**config.mk**
```make
export PLATFORM = sky130hd
export DESIGN_NAME = sobel_frame_seq
export DESIGN_NICKNAME = d
export VERILOG_FILES = /design/src/rtl/sobel_pkg.sv /design/src/rtl/sobel_addr_gen.sv /design/src/rtl/sobel_frame_seq.sv
export SDC_FILE = /design/constraint.sdc
export NUM_CORES = 1
export LEC_CHECK = 0
export ABC_AREA = 0
export BUFFER_PORTS_ARGS = -buffer_cell sky130_fd_sc_hd__clkbuf_2
export CAP_MARGIN = 20
export CORE_ASPECT_RATIO = 0.6
export CORE_MARGIN = 4
export CORE_UTILIZATION = 24
export DETAILED_ROUTE_END_ITERATION = 12
export PLACE_DENSITY_LB_ADDON = 0.12
export REMOVE_ABC_BUFFERS = 1
export SETUP_SLACK_MARGIN = 0.1
export SLEW_MARGIN = 20
export SYNTH_ARGS = -nofsm -noshare
export SYNTH_HDL_FRONTEND = slang
export SYNTH_SLANG_ARGS = --single-unit
```
**constraint.sdc**
```tcl
create_clock -name clock -period 5.3 [get_ports clock]
set_input_delay 0.53 -clock clock [delete_from_list [all_inputs] [get_ports clock]]
set_output_delay 0.53 -clock clock [all_outputs]
set_load 0.02 [all_outputs]
```
**src/rtl/sobel_pkg.sv**
```systemverilog
// Shared definitions for the Sobel frame sequencer: default geometry and the
// FSM / row-select encodings (the bench monitor also uses the state encoding).
package sobel_pkg;

  localparam int H_ACTIVE_DFLT = 640;
  localparam int V_ACTIVE_DFLT = 480;
  localparam int ADDR_W_DFLT   = 19;
  localparam int PIX_W_DFLT    = 4;

  typedef enum logic [2:0] {
    ST_IDLE,
    ST_RD_TOP,
    ST_RD_MID,
    ST_RD_BOT,
    ST_COL,
    ST_ROW_END,
    ST_FIN
  } state_t;

  typedef enum logic [1:0] {
    ROW_TOP,
    ROW_MID,
    ROW_BOT
  } row_sel_t;

endpackage

```
**src/rtl/sobel_addr_gen.sv**
```systemverilog
// Address generator: three row-base registers stepped by H_ACTIVE plus the
// column counter, producing the RAM read address and the window-centre address.
module sobel_addr_gen
  import sobel_pkg::*;
#(
  parameter int H_ACTIVE = H_ACTIVE_DFLT,
  parameter int ADDR_W   = ADDR_W_DFLT,
  parameter int X_W      = $clog2(H_ACTIVE)
) (
  input  logic              clock,
  input  logic              reset_n,
  input  logic              load,
  input  logic              next_col,
  input  logic              next_row,
  input  logic              rd_en,
  input  row_sel_t          row_sel,
  output logic [X_W-1:0]    x,
  output logic              last_col,
  output logic [ADDR_W-1:0] ram_addr,
  output logic [ADDR_W-1:0] centre_addr
);

  localparam logic [ADDR_W-1:0] H_STEP  = ADDR_W'(H_ACTIVE);
  localparam logic [ADDR_W-1:0] H_STEP2 = ADDR_W'(2 * H_ACTIVE);

  logic [ADDR_W-1:0] base_top;
  logic [ADDR_W-1:0] base_mid;
  logic [ADDR_W-1:0] base_bot;
  logic [ADDR_W-1:0] base_sel;

  // NOTE: sequential state is updated with non-blocking assignments only, so
  // every register samples the pre-edge values of its neighbours.
  always_ff @(posedge clock or negedge reset_n) begin
    if (!reset_n) begin
      base_top <= '0;
      base_mid <= H_STEP;
      base_bot <= H_STEP2;
      x        <= '0;
    end else if (load) begin
      base_top <= '0;
      base_mid <= H_STEP;
      base_bot <= H_STEP2;
      x        <= '0;
    end else if (next_row) begin
      base_top <= base_top + H_STEP;
      base_mid <= base_mid + H_STEP;
      base_bot <= base_bot + H_STEP;
      x        <= '0;
    end else if (next_col) begin
      x <= x + X_W'(1);
    end
  end

  always_comb begin
    base_sel = base_top;
    case (row_sel)
      ROW_MID: base_sel = base_mid;
      ROW_BOT: base_sel = base_bot;
      default: base_sel = base_top;
    endcase
  end

  // Address is forced to zero whenever no read is requested.
  assign ram_addr    = rd_en ? (base_sel + ADDR_W'(x)) : '0;
  assign centre_addr = base_mid + ADDR_W'(x) - ADDR_W'(1);
  assign last_col    = (x == X_W'(H_ACTIVE - 1));

endmodule

```
**src/rtl/sobel_frame_seq.sv**
```systemverilog
// Frame sequencer: fetches 3-pixel columns over interior rows, strobes them to
// the window shifter and issues edge-result writes for the window centre.
module sobel_frame_seq
  import sobel_pkg::*;
#(
  parameter int H_ACTIVE = H_ACTIVE_DFLT,
  parameter int V_ACTIVE = V_ACTIVE_DFLT,
  parameter int ADDR_W   = ADDR_W_DFLT,
  parameter int PIX_W    = PIX_W_DFLT
) (
  input  logic               clock,
  input  logic               reset_n,
  input  logic               start,
  input  logic               stop,
  output logic               ram_read,
  output logic [ADDR_W-1:0]  ram_addr,
  input  logic               ram_gnt,
  input  logic [PIX_W-1:0]   ram_rdata,
  output logic               col_valid,
  output logic [3*PIX_W-1:0] col_data,
  output logic               edge_we,
  output logic [ADDR_W-1:0]  edge_addr,
  output logic               busy,
  output logic               done
);

  localparam int X_W = $clog2(H_ACTIVE);
  localparam int Y_W = $clog2(V_ACTIVE);

  state_t            state;
  state_t            next_state;
  logic [Y_W-1:0]    y;
  logic              load;
  logic              next_col;
  logic              next_row;
  logic              rd_en;
  logic              abort;
  logic              fin_done;
  row_sel_t          row_sel;
  logic [X_W-1:0]    x;
  logic              last_col;
  logic [ADDR_W-1:0] centre_addr;
  logic              cap_top;
  logic              cap_mid;
  logic [PIX_W-1:0]  top_q;
  logic [PIX_W-1:0]  mid_q;
  logic              s1_edge;
  logic [ADDR_W-1:0] s1_addr;

  sobel_addr_gen #(
    .H_ACTIVE (H_ACTIVE),
    .ADDR_W   (ADDR_W),
    .X_W      (X_W)
  ) u_addr (
    .clock       (clock),
    .reset_n     (reset_n),
    .load        (load),
    .next_col    (next_col),
    .next_row    (next_row),
    .rd_en       (rd_en),
    .row_sel     (row_sel),
    .x           (x),
    .last_col    (last_col),
    .ram_addr    (ram_addr),
    .centre_addr (centre_addr)
  );

  assign abort    = stop && (state != ST_IDLE);
  assign busy     = (state != ST_IDLE);
  assign ram_read = rd_en;

  always_ff @(posedge clock or negedge reset_n) begin
    if (!reset_n) state <= ST_IDLE;
    else          state <= next_state;
  end

  // NOTE: every signal driven here gets a default first, so no path through
  // the case statement can leave a value unassigned and infer a latch.
  always_comb begin
    next_state = state;
    load       = 1'b0;
    next_col   = 1'b0;
    next_row   = 1'b0;
    rd_en      = 1'b0;
    row_sel    = ROW_TOP;
    fin_done   = 1'b0;
    case (state)
      ST_IDLE: begin
        if (start && !stop) begin
          load       = 1'b1;
          next_state = ST_RD_TOP;
        end
      end
      ST_RD_TOP: begin
        rd_en = 1'b1;
        if (ram_gnt) next_state = ST_RD_MID;
      end
      ST_RD_MID: begin
        rd_en   = 1'b1;
        row_sel = ROW_MID;
        if (ram_gnt) next_state = ST_RD_BOT;
      end
      ST_RD_BOT: begin
        rd_en   = 1'b1;
        row_sel = ROW_BOT;
        if (ram_gnt) next_state = ST_COL;
      end
      ST_COL: begin
        if (last_col) begin
          next_state = ST_ROW_END;
        end else begin
          next_col   = 1'b1;
          next_state = ST_RD_TOP;
        end
      end
      ST_ROW_END: begin
        if (y == Y_W'(V_ACTIVE - 2)) begin
          next_state = ST_FIN;
        end else begin
          next_row   = 1'b1;
          next_state = ST_RD_TOP;
        end
      end
      ST_FIN: begin
        // The last column strobe must drain into its edge write before done.
        if (!col_valid) begin
          fin_done   = 1'b1;
          next_state = ST_IDLE;
        end
      end
      default: next_state = ST_IDLE;
    endcase
    if (abort) begin
      next_state = ST_IDLE;
      next_col   = 1'b0;
      next_row   = 1'b0;
      fin_done   = 1'b0;
    end
  end

  always_ff @(posedge clock or negedge reset_n) begin
    if (!reset_n) begin
      y         <= Y_W'(1);
      cap_top   <= 1'b0;
      cap_mid   <= 1'b0;
      top_q     <= '0;
      mid_q     <= '0;
      col_valid <= 1'b0;
      col_data  <= '0;
      s1_edge   <= 1'b0;
      s1_addr   <= '0;
      edge_we   <= 1'b0;
      edge_addr <= '0;
      done      <= 1'b0;
    end else begin
      if (load)          y <= Y_W'(1);
      else if (next_row) y <= y + Y_W'(1);

      // Read data returns one cycle after its grant.
      cap_top <= (state == ST_RD_TOP) && ram_gnt;
      cap_mid <= (state == ST_RD_MID) && ram_gnt;
      if (cap_top) top_q <= ram_rdata;
      if (cap_mid) mid_q <= ram_rdata;

      col_valid <= (state == ST_COL) && !abort;
      if ((state == ST_COL) && !abort) begin
        col_data <= {top_q, mid_q, ram_rdata};
        s1_edge  <= (x >= X_W'(2));
        s1_addr  <= centre_addr;
      end

      edge_we <= col_valid && s1_edge && !abort;
      if (col_valid && s1_edge && !abort) edge_addr <= s1_addr;

      done <= fin_done;
    end
  end

endmodule

```
==> results of run 1 <==
==> cell type report <==
cell class	count	area (um2)
multi-input cells	552	3751
well taps	400	500.5
clock buffers	20	466.7
clock inverters	12	193.9
inverters	39	146.4
fillers	3079	20540
repair buffers	67	351.6
flip-flops and latches	122	3059
==> power groups by stage <==
stage / Sequential [uW] / Clock, uW / Combinational [uW]
2_1_floorplan: 1320 / 0 / 719
3_3_place_gp: 1300 / 0 / 1120
3_5_place_dp: 1290 / 0 / 1120
4_1_cts: 1280 / 1360 / 1130
5_1_grt: 1310 / 1400 / 1250
6_report: 1280 / 1320 / 1100
==> cell families (layout without fill, tap and decap cells) <==
kind of cell | after synthesis | after routing | synth area share, %
AOI/OAI and AO/OA | 130 | 130 | 12.50
xor gates and xnor gates | 55 | 55 | 6.752
adders and majority gates | 49 | 49 | 8.699
buffers and inverters | 71 | 138 | 4.647
DFF | 122 | 122 | 42.88
muxes | 29 | 29 | 4.542
and+or+nand+nor | 289 | 289 | 19.98
==> layer usage <==
layer | vias up | track usage, %
li1 | 2684 | -
met1 | 2643 | 17.83
met2 | 105 | 16.48
met3 | 11 | 3.612
met4 | 0 | 3.243
met5 | - | 0
==> registers in the layout, indices dropped and copies added, names as in the netlist, 9 cells and up <==
name / flops
col_data: 12
edge_addr: 19
s1_addr: 19
u_addr.base_bot: 12
u_addr.base_mid: 12
u_addr.base_top: 12
u_addr.x: 10
y: 9
==> through the flow <==
stage / setup WS, ps / utilization, % / instance area, um2 / power [uW]
finish: 763.6 / 29.20 / 8469 / 3698
global route: 333.4 / 29.20 / 8469 / 3957
CTS: 683.0 / 29.20 / 8469 / 3764
detailed placement: 1179 / 26.92 / 7809 / 2415
global placement: 1280 / 26.92 / 7809 / 2417
floorplan: 1627 / - / 6949 / 2039
==> worst max-delay path: stages (launching register included) <==
cell,delay [ps]
dfrtp_1,500
nor2_1,190
nand2_1,120
ha_1,740
o21ai_0,200
ha_1,340
a21o_2,150
a21oi_1,100
and4bb_4,380
nor4b_4,260
nor2b_4,200
mux2i_1,180
clkbuf_2,190
==> worst min-delay path by stage <==
stage,from,to,slack (ps),depth (start not counted)
3_5_place_dp,top_q[0]$_DFFE_PN0P_,col_data[8]$_DFFE_PN0P_,460,2
4_1_cts,reset_n,edge_we$_DFF_PN0_,150,1
3_3_place_gp,top_q[1]$_DFFE_PN0P_,col_data[9]$_DFFE_PN0P_,450,2
5_1_grt,reset_n,edge_we$_DFF_PN0_,180,1
6_report,reset_n,edge_we$_DFF_PN0_,120,1
2_1_floorplan,reset_n,cap_mid$_DFF_PN0_,230,0
==> cell usage in the layout, fill, tap and decap left out, drive strengths merged, types with 4 or more instances in the layout <==
master  Yosys  routed
xor2       28      28
ha         48      48
a221o       5       5
a21oi      31      31
nand3      29      29
nand4      16      16
nor2       79      79
bufinv      0       5
and4        4       4
dfstp       5       5
buf        27       5
inv        39      39
nor3        9       9
clkbuf      5      82
xnor2      27      27
clkinv      0       5
or3        11      11
nand2     104     104
o21a        5       5
a21o        7       7
and3       13      13
o21ai      44      44
o31ai       6       6
nor2b       4       4
dfrtp     117     117
a22oi       8       8
o211ai      4       4
mux2       27      27
==> reports/results.ini, run 1 <==
[synth]
synthCells=745
synth_flop_cell=dfrtp_1
yosysSeqAreaShare_pct=42.88
yosysWarnings=0
synth_top_area_share_pct=41.04
synth_area_mm2=0.007134
async_flop_share_pct=100.0
synth_edf_count=0
ys_ff_latch=122
synth_cell_type_count=75
post_synth.cell_area_avg_um2=9.576
ys_top_cells_by_area=dfrtp_1 41%, ha_1 8.4%, nand2_1 5.4%, mux2_2 4.3%, nor2_1 4.2%
synth_area_leader_cell=dfrtp_1
synthMostInstantiatedCell=dfrtp_1
synth_common_cells=117 x dfrtp_1, 102 x nand2_1, 79 x nor2_1, 48 x ha_1, 38 x inv_1

[route]
drcViolationCount=0
drtPass1Iterations=4
wl_met2_mm=7.434
wl_per_cell_um=15.27
wl_met1_mm=9.941
highest_layer=met4
met3_length_um=946
viasPerCell=4.491
antenna_left=0
first_iter_violations=268
wl_mm=18.51
vias=5443

[sta]
setup_viol=0
fmaxAchievable_mhz=220.4
relSlewSlack_pct=43.99
whs_ps=116.8
hold_violations=0
fin_crit_ps=4536
rsz0062_at_grt=no
finClkSkew_ps=8.314
finalSetupTns_ps=0
worstMarginPinSlew_ps=840.1
period_share_pct=85.59
maxSlewViolCount=0

[worst_setup_path]
reg2regPathDepth=10
cp-startpoint=state[2]$_DFFE_PN0P_
cp.required_ps=4770
crit_path_end=ram_addr[18]
crit_type=flip-flop to output port
start_kind=flip-flop
crit_path_end_kind=output port
cp_max_fo=20
r2r-start=u_addr.base_mid[9]$_DFFE_PN1P_
r2r_end=s1_addr[18]$_DFFE_PN0P_
worstPathArrival_ps=4010
r2r_slack_ps=2550

[cells_and_area]
drive_above_1_share_pct=20.44
final_nets=857
diodes=0
fin_cells=1212
syn_to_final_growth_pct=18.71

[outcome]
status=completed

[power]
power.internal_uw=2403
p_leak_uw=0.004053
p_switching_uw=1296
p_clk_share_pct=35.7
comb_power_share_pct=29.8
power.density_mw_per_mm2=436.7
vdd_ir_drop_max_uv=165.3
pwr-share-seq_pct=34.6
netSwitchingFraction_pct=35.03

[cts]
cts.root.buffer_cell=clkbuf_16
cts_tree=built
cts_hold_repair.buffers=0
clkTransAtPathRegs_ps=60
h-tree-depth=4
cts_num_sinks=122
clk_latency_ps=430
cts_made_buffers=17
cts_buffer_depth=2
post_cts_buffers=0
cts_resized=0

[placed_design]
post-place-cells=1180
dp_hpwl_mm=13.06
port-buffer-count=63
place.gp.congestion=0.8036

[global_routing]
antenna_found_initial=0
overflow=0
grt_pass1_wl_mm=30.42
grt_max_degree=81
grt_pass1_vias=5456
grt_usage_pct=11.92

[floorplanning]
start_util_pct=24.59
die_w_um=230.6
die_area_mm2=0.03264
core_area_mm2=0.02901
ios=64
num_rows=48
die_y_um=141.6

[job]
max-cap-violations=0

[hold_path]
holdCritPathClass=primary input to asynchronous set/reset pin

(Power assumes the default switching activity.)
==> inputs of run 2 (changes only) <==
- PLACE_DENSITY_LB_ADDON: 0.12 -> not set
==> run 2 against run 1 <==
Total power down 1.7%. Via count up 1.8%. Largest power group is now sequential cells. Clock skew up 0.82 ps. Routed wire length down 2.0%. Non-clock buffer count up 2. Clock power down 6%. First-iteration DRC count up 57%.
==> reports/results.ini, run 2 (synthesis gave the netlist of run 1 again) <==
[route]
drtPass1Iterations=5  ; was 4
wl_per_cell_um=14.94  ; was 15.27 um
first_iter_violations=421  ; was 268
viasPerCell=4.564  ; was 4.491
antenna_left=0  ; unchanged
drcViolationCount=0  ; unchanged
wl_mm=18.14  ; was 18.51 mm
vias=5541  ; was 5443

[global_routing]
grt_usage_pct=11.52  ; was 11.92%
overflow=0  ; unchanged
grt_pass1_vias=5218  ; was 5456
grt_pass1_wl_mm=29.54  ; was 30.42 mm
grt_max_degree=57  ; was 81
antenna_found_initial=0  ; unchanged

[worst_setup_path]
path_cells=nor2_1 -> nand2_1 -> ha_1 -> o21ai_0 -> ha_1 -> a21o_2 -> a21oi_1 -> and4bb_4 -> nor4b_4 -> nor2b_4 -> mux2i_1 -> clkbuf_2  ; unchanged
crit_type=flip-flop to output port  ; unchanged
cp_num_buf_inv=1  ; unchanged
cp.required_ps=4770  ; about the same
slowest_delay_ps=720  ; was 740 ps
critPathTopFamily=simple AND/OR/NAND/NOR gates  ; unchanged
cp-startpoint=state[2]$_DFFE_PN0P_  ; unchanged
slowest_stage=ha_1  ; unchanged
r2r_end=s1_addr[18]$_DFFE_PN0P_  ; unchanged
r2r_slack_ps=2550  ; about the same
r2r-start=u_addr.base_mid[9]$_DFFE_PN1P_  ; unchanged
start_kind=flip-flop  ; unchanged
reg2regPathDepth=10  ; unchanged
crit_path_end_kind=output port  ; unchanged
worst_path_most_repeated_cell=ha_1  ; unchanged
worstPathArrival_ps=4060  ; was 4010 ps
cp_max_fo=20  ; unchanged

[cells_and_area]
drive_above_1_share_pct=20.15  ; was 20.44%
final_nets=859  ; was 857
final_cell_mix=117 x dfrtp_1, 101 x nand2_1, 79 x nor2_1, 62 x clkbuf_2, 48 x ha_1  ; unchanged
final_common_cell=dfrtp_1  ; unchanged
final_util_pct=29.13  ; was 29.20%
diodes=0  ; unchanged
syn_to_final_growth_pct=18.43  ; was 18.71%
reg.largest.list=edge_addr (19), s1_addr (19)  ; unchanged

[sta]
period_share_pct=86.66  ; was 85.59%
hold_violations=0  ; unchanged
maxSlewViolCount=0  ; unchanged
finClkSkew_ps=9.134  ; was 8.314 ps
fin_crit_ps=4593  ; was 4536 ps
whs_ps=28.00  ; was 116.8 ps
worstMarginPinSlew_ps=736.6  ; was 840.1 ps
finalSetupTns_ps=0  ; unchanged
rsz0062_at_grt=no  ; unchanged
fmaxAchievable_mhz=217.7  ; was 220.4 MHz
relSlewSlack_pct=50.37  ; was 43.99%
setup_viol=0  ; unchanged
setup_ws_ps=707.0  ; was 763.6 ps

[placed_design]
dp_hpwl_mm=13.50  ; was 13.06 mm
post-place-ws_ps=1192  ; was 1179 ps
place.gp.congestion=0.8749  ; was 0.8036
port-buffer-count=63  ; unchanged

[floorplanning]
die_w_um=230.6  ; unchanged
ios=64  ; unchanged
die_y_um=141.6  ; unchanged
num_rows=48  ; unchanged
core_area_mm2=0.02901  ; unchanged
start_util_pct=24.59  ; unchanged
die_area_mm2=0.03264  ; unchanged

[cts]
cts_num_sinks=122  ; unchanged
cts.root.buffer_cell=clkbuf_16  ; unchanged
cts_resized=0  ; unchanged
post_cts_buffers=0  ; unchanged
clkTransAtPathRegs_ps=60  ; about the same
cts_hold_repair.buffers=0  ; unchanged
h-tree-depth=4  ; unchanged
clk_latency_ps=430  ; about the same
cts_made_buffers=17  ; unchanged
cts_tree=built  ; unchanged
cts_buffer_depth=2  ; unchanged

[power]
power.density_mw_per_mm2=430.2  ; was 436.7 mW/mm2
vdd_ir_drop_max_uv=161.2  ; was 165.3 uV
p_leak_uw=0.004030  ; was 0.004053 uW
finalPower_uw=3635  ; was 3698 uW

[job]
max-cap-violations=0  ; unchanged

[hold_path]
holdCritPathClass=primary input to asynchronous set/reset pin  ; unchanged

[outcome]
status=completed  ; unchanged

## run 2: worst max path at each step
stage / endpoint / cells past startpoint
after floorplan: ram_addr[18] / 11
final: ram_addr[18] / 12
after CTS: ram_addr[18] / 12
after detailed placement: ram_addr[18] / 12
after global routing: ram_addr[18] / 12
after global placement: ram_addr[18] / 12
## run 2: where the power goes
group / internal (uW) / switching [uW] / leakage (uW) / total [uW]
clock network: 811 / 430 / 0.000289 / 1240
registers: 1130 / 161 / 0.00163 / 1290
logic: 409 / 696 / 0.00211 / 1110
total: 2350 / 1290 / 0.00403 / 3640
## run 2: final cells by class
class | count | area, um2
Clock inverter | 10 | 166.4
Sequential cell | 122 | 3059
Fill cell | 3075 | 20560
Inverter | 39 | 146.4
Multi-Input combinational cell | 552 | 3750
Clock buffer | 22 | 464.2
Tap cell | 400 | 500.5
Timing Repair Buffer | 69 | 362.8
## run 2: per-layer routing
layer / global-route usage (%) / share of wire, % / vias up
li1: - / - / 2693
met1: 17.95 / 53 / 2675
met4: 2.385 / 0.98 / 0
met3: 3.892 / 7.1 / 17
met2: 15.07 / 38 / 156
met5: 0 / 0 / -
## run 2: metrics by stage
stage | cells | instance area [um2]
after floorplan | 713 | 6949
after global placement | 1182 | 7819
after detailed placement | 1182 | 7819
after CTS | 1214 | 8449
after global routing | 1214 | 8449
final | 1214 | 8449
## run 2: worst register-to-register path: stages, from the launching register on
cell	delay, ps
dfstp_2	580
inv_1	60
ha_1	270
inv_1	40
ha_1	390
and4_4	260
and3_4	220
o2111ai_1	230
a21oi_1	330
mux2i_1	220
nand2_1	60
